File: config.mk
export PLATFORM = sky130hd
export DESIGN_NAME = button_judge
export DESIGN_NICKNAME = d
export VERILOG_FILES = /design/src/rtl/button_judge.sv
export SDC_FILE = /design/constraint.sdc
export NUM_CORES = 1
export LEC_CHECK = 0
export CAP_MARGIN = 0
export CORE_AREA = 2 2 39 41
export DETAILED_ROUTE_END_ITERATION = 8
export DIE_AREA = 0 0 41 43
export HOLD_SLACK_MARGIN = 0.02
export PLACE_DENSITY = 0.49
export SETUP_SLACK_MARGIN = 0.4
export SLEW_MARGIN = 20
export SYNTH_ARGS = -nofsm -noshare
export SYNTH_HDL_FRONTEND = slang
export SYNTH_SLANG_ARGS = --single-unit
File: constraint.sdc
create_clock -name clk -period 0.8 [get_ports clk]
set_input_delay 0.16 -clock clk [delete_from_list [all_inputs] [get_ports clk]]
set_output_delay 0.16 -clock clk [all_outputs]
set_load 0.02 [all_outputs]
File: src/rtl/button_judge.sv
// Hit judgement for the red/blue lanes: detects a fresh button press, matches it
// against the colour of the nearest note and grades the hit from the note's row offset.
module button_judge #(
   parameter int unsigned PERFECT_LO = 3,
   parameter int unsigned PERFECT_HI = 4,
   parameter int unsigned GREAT_LO   = 2,
   parameter int unsigned GREAT_HI   = 5,
   parameter int unsigned GOOD_LO    = 1,
   parameter int unsigned GOOD_HI    = 6
) (
   input  logic       clk,
   input  logic       rst,
   input  logic       red_button,
   input  logic       blue_button,
   input  logic [2:0] offset,
   input  logic       node_R,
   input  logic       node_B,
   output logic       delete_note,
   output logic [1:0] score
);

   localparam logic [2:0] PERF_LO = PERFECT_LO[2:0];
   localparam logic [2:0] PERF_HI = PERFECT_HI[2:0];
   localparam logic [2:0] GRT_LO  = GREAT_LO[2:0];
   localparam logic [2:0] GRT_HI  = GREAT_HI[2:0];
   localparam logic [2:0] GD_LO   = GOOD_LO[2:0];
   localparam logic [2:0] GD_HI   = GOOD_HI[2:0];

   localparam logic [1:0] SCORE_NONE    = 2'b00;
   localparam logic [1:0] SCORE_GOOD    = 2'b01;
   localparam logic [1:0] SCORE_GREAT   = 2'b10;
   localparam logic [1:0] SCORE_PERFECT = 2'b11;

   logic       red_prev;
   logic       blue_prev;
   logic       red_press;
   logic       blue_press;
   logic       red_hit;
   logic       blue_hit;
   logic [1:0] grade;
   logic       judge;

   // A press is consumed whether or not it hits; prev tracks the raw level every clock.
   always_ff @(posedge clk or negedge rst) begin
      if (!rst) begin
         red_prev  <= 1'b0;
         blue_prev <= 1'b0;
      end else begin
         red_prev  <= red_button;
         blue_prev <= blue_button;
      end
   end

   always_comb begin
      red_press  = red_button & ~red_prev;
      blue_press = blue_button & ~blue_prev;
      red_hit    = red_press & node_R;
      blue_hit   = blue_press & node_B;
   end

   // Only one nearest note exists, so both lanes share a single grade.
   always_comb begin
      grade = SCORE_NONE;
      if (offset >= PERF_LO && offset <= PERF_HI)
         grade = SCORE_PERFECT;
      else if (offset == GRT_LO || offset == GRT_HI)
         grade = SCORE_GREAT;
      else if (offset == GD_LO || offset == GD_HI)
         grade = SCORE_GOOD;
   end

   assign judge = (red_hit | blue_hit) && (grade != SCORE_NONE);

   always_ff @(posedge clk or negedge rst) begin
      if (!rst) begin
         delete_note <= 1'b0;
         score       <= SCORE_NONE;
      end else if (judge) begin
         delete_note <= 1'b1;
         score       <= grade;
      end else begin
         delete_note <= 1'b0;
         score       <= SCORE_NONE;
      end
   end

endmodule

[Yosys cells after proc, flatten, opt, wreduce, memory -nomap -nowiden]
Index checks and enable logic that the tools add are counted.
Cells by class
  magnitude comparators: 2
  reduce and logical (&&, ||, !) cells: 5
  equal/unequal tests: 4
  bitwise operators: 7
  multiplexer cells: 5
Operator list (count)
  $eq 3x3->1 const B: 2
  $mux 2: 3
  $and 1x1->1: 4
  $eq 3x1->1 const B: 1
  $eq 3x2->1 const B: 1
  $ge 3x2->1 const B: 1
  $le 3x3->1 const B: 1
  $logic_and 1x1->1: 2
  $logic_or 1x1->1: 2
  $mux 1: 2
  $not 1->1: 2
  $reduce_bool 2->1: 1
  $or 1x1->1: 1
Word-level totals
  word-level logic and storage cells: 27
  flip-flop bits (word level): 5
  output and inout port bits: 3
  input bits: 9

[Longest topological paths before layout]
  depth after elaboration: 8
  depth in mapped cells: 2

[Least setup slack after synthesis]
OpenSTA, ideal clock, no wires.
  path kind: reg-to-reg
  start point: reg blue_prev
  end point: reg delete_note
  buffers on the path: 0
  library setup time: 0.087 ns
  arrival time: 0.726 ns
  cell stages (with the launch flop): 3
  setup slack: -0.013 ns
  path through: dfrtp_1 > nand3b_1 > a211oi_2
Between the ends
  longest elaborated chain between the ends: 6
RTL lines
  start, declared: line 35  | logic blue_prev;
  start signal, assigned: line 50  | blue_prev <= blue_button;
  $not 1->1: line 56  | blue_press = blue_button & ~blue_prev;
  $and 1x1->1: line 56
  $and 1x1->1: line 58  | blue_hit = blue_press & node_B;
  $or 1x1->1: line 72  | assign judge = (red_hit | blue_hit) && (grade != SCORE_NONE);
  $logic_and 1x1->1: line 72
  via judge: line 41  | logic judge;
  $mux 1: line 78  | end else if (judge) begin
  end signal, assigned: line 76  | delete_note <= 1'b0;
  end signal, assigned: line 79  | delete_note <= 1'b1;
  end signal, assigned: line 82  | delete_note <= 1'b0;
  end, declared: line 18  | output logic delete_note,
The timed path passes the listed nets, and every way through them passes these cells.

[Worst setup path after layout]
  start point: reg score[1]
  end point: out score[1]
RTL lines
  start, declared: line 19  | output logic [1:0] score
  start signal, assigned: line 80  | score <= grade;
No word-level cell between the ends.

==> impl_results.md <==
* Run status: finished, violations left
* Violations in the final reports: setup timing
* Initial antenna violation count at 0
* Area fraction of the dominant cell type after synthesis at 65.4%
* Max-slew violation count at 0
* Count of standard-cell rows at 14
* Largest driver fanout on the critical path at 1
* Maximum frequency from static timing analysis at 1.12 GHz
* Area of the core at 0.00138 mm²
* Height of the die at 43 µm
* Instance count on the critical path at 1
* Number of endpoints with negative hold slack in the final report at 0
* Nature of the critical path endpoint: output pin
* Final-layout fill cell count at 146
* Relative slew margins at 84.8%
* Pin count of the biggest net entering global routing at 6
* Count of antenna diodes in the layout at 0
* Synth warn at 0
* Number of global-route vias before repair at 154
* Per-instance average area after synthesis at 13.7 µm²
* Share of post-route cells with drive strength above 1 at 30.0%
* Power per unit of standard cell area at 1860 mW/mm²
* Final worst-path cycle share at 112%
* Post-synthesis compound-gate area fraction at 11.8%
* Die Area at 0.00176 mm²
* Number of max-cap violations at 0
* Cell area after layout at 359 µm²
* Commonest cells after routing, fill and taps aside: sky130_fd_sc_hd__dfrtp_1 (5), sky130_fd_sc_hd__clkdlybuf4s50_1 (5), sky130_fd_sc_hd__clkbuf_4 (3), sky130_fd_sc_hd__dlygate4sd2_1 (3), sky130_fd_sc_hd__buf_6 (3)
* Pin slew with the least headroom to its limit at 227 ps
* Number of nets with antenna violations after detailed routing at 0
* Pre-CTS setup slack at -302 ps
* CTS hold repair buffers at 0
* Cell chosen for the clock root: sky130_fd_sc_hd__clkbuf_4
* Area share of xor/xnor cells in the synthesized design at 9.15%
* Average routed wire per standard cell at 8.70 µm
* I/O pin cnt at 12
* TritonCTS clock tree: built
* Clock power frac at 42.8%
* Global placer's final weighted congestion at 0.665
* Area share of and/or/nand/nor cells after synthesis at 13.7%
* Count of TritonRoute iterations in the first routing pass at 1
* Post-CTS Setup Repair Bufs at 0
* Portion of the post-synthesis area used by sequential elements at 65.4%
* Register area at 125 µm²
* Growth of design area from synthesis to finish at 87.6%
* Fraction of power consumed by sequential logic at 41.0%
* Count of nets after finishing at 40
* Multi-input gate area at 70.1 µm²
* Total global routing overflow at 0
* Net load switching power at 0.000145 W
* Vias per Instance at 3.61
* Quantity of I/O buffers inserted on ports at 11
* Latest clock arrival within the worst-skew pair at 240 ps
* Die outline width at 41 µm
* Time the final worst path needs with I/O delays and setup at 896 ps
* Gate count of the mapped netlist at 14
* Required time worst endpoint at 640 ps
* Number of H-tree branching levels at 1
* Fin Clk Skew at 1.42 ps
* Kind of start point of the critical path: flip-flop
* Unrepaired setup endpoints after global routing: true
* Largest family of logic cells by synthesized area: simple AND/OR/NAND/NOR gates
* Critical-path cell list: buf_6
* Cell types occupying the most area after synthesis: sky130_fd_sc_hd__dfrtp_1 (65%), sky130_fd_sc_hd__xnor2_1 (9.2%), sky130_fd_sc_hd__nand3b_1 (7.8%), sky130_fd_sc_hd__a211oi_2 (6.5%), sky130_fd_sc_hd__a21oi_1 (5.2%)
* Post-synthesis cell type with the largest combined area: sky130_fd_sc_hd__dfrtp_1
* Adder and majority cell fraction of the synthesized area at 0%
* Worst setup margin at -96.2 ps
* Clock-pin slew on the worst setup and hold paths at 40 ps
* Slowest cell on the critical path: sky130_fd_sc_hd__dfrtp_1
* Path type of the worst min-delay path: in -> async
* # placed instances at 42
* First-pass GRT wire length at 634 µm
* Register-to-Register Path Depth at 2
* Initial cell density of the core at 13.8%
* Share of synthesized area spent on multiplexers at 0%
* Peak VDD IR at 0.680 mV
* Count of unique library cells instantiated by Yosys at 7
* Post-detailed-route DRC marker count at 0
* Vias at 166
* GRT Total Usage at 5.97%
* Cell area after technology mapping at 191 µm²
* Total wire length after detailed routing at 400 µm
* Count of buffering cells on the critical path with inverters included at 1
* Number of buffers on the longest clock path at 2
* Total power of the final layout at 0.000667 W
* Sinks on the clock net at 5
* Flip-flop and latch count after synthesis at 5
* Switching Share at 21.8%
* Fin util at 25.9%
* Portion of total power attributed to combinational logic at 16.2%
* Cell family with the largest share of critical-path delay: flip-flops
* Final setup violation count at 6
* Leakage power at 0.157 nW
* Area after detailed placement at 329 µm²
* Delay contributed by the slowest stage of the critical path at 370 ps
* Internal power consumption at 0.000521 W
* Post-route insts no fill at 46
* Data arrival time of the critical path at 740 ps
* Net count after synthesis at 23
* Number of CTS-inserted buffers at 3
* 1st-iter DRT viols at 0
* Critical path type: reg -> out
-- what timing repair did --
item,4_1_cts,5_1_grt
gates resized for setup,21,1
endpoints found under the setup margin,8,6
hold endpoints to repair,0,0
pin swaps,0,2
-- per-stage QoR --
stage,hold WS (ps),setup TNS [ps]
final,143,-381
after global routing,164,-523
after CTS,146,-376
after detailed placement,401,-1640
after global placement,398,-1550
after floorplan,-136,-13.0
-- sequential cells by signal (all words and copies together), names as in the netlist --
signal	flops
blue_prev	1
delete_note	1
red_prev	1
score	2
-- power groups by stage --
stage	Sequential (W)	Combinational [W]	Clock, W
after floorplan	0.000287	0.0000235	0
after global placement	0.000274	0.000110	0
after detailed placement	0.000275	0.000111	0
after CTS	0.000273	0.000108	0.000298
after global routing	0.000274	0.000117	0.000305
final	0.000273	0.000108	0.000285
-- cell families after synthesis --
family and count (synthesis):
AND/OR/NAND/NOR 4, AO/OA/AOI/OAI 3, flip-flops 5, XOR/XNOR 2
-- path summary, 6_finish.rpt --
path | startpoint | end | slack (ps)
setup / recovery | score[1] | score[1] | -100
setup reg to reg | red_prev | delete_note | -90
max in group asynchronous | rst | score[0] | 470
min in group clk | blue_button | blue_prev | 180
hold reg to reg | blue_prev | score[1] | 580
hold / removal | rst | delete_note | 140
-- layout make-up --
cell class,count,area share (%)
multi-input cells,9,19.5
repair buffers,12,32.8
well taps,16,5.57
clock buffers,4,7.32
flip-flops and latches,5,34.8
-- metal layers --
layer  global-route usage (%)  wire length (µm)  up-vias
li1                         -                 -       82
met1                     7.92               194       70
met2                     5.94               135       14
met3                     3.66                70        0
met4                     6.00                 0        0
met5                        0                 0        -
-- worst reg2reg max path: cells and delay by family, from the launching register on --
family / cells / cell delay [ps]
and+or+nand+nor: 1 / 220
DFF: 1 / 350
AOI/OAI and AO/OA: 1 / 240
-- Yosys cell counts --
cell	number
sky130_fd_sc_hd__a211oi_2	1
sky130_fd_sc_hd__a21oi_1	2
sky130_fd_sc_hd__and3_1	1
sky130_fd_sc_hd__dfrtp_1	5
sky130_fd_sc_hd__nand3b_1	2
sky130_fd_sc_hd__nor3_1	1
sky130_fd_sc_hd__xnor2_1	2
(Power assumes the default switching activity.)
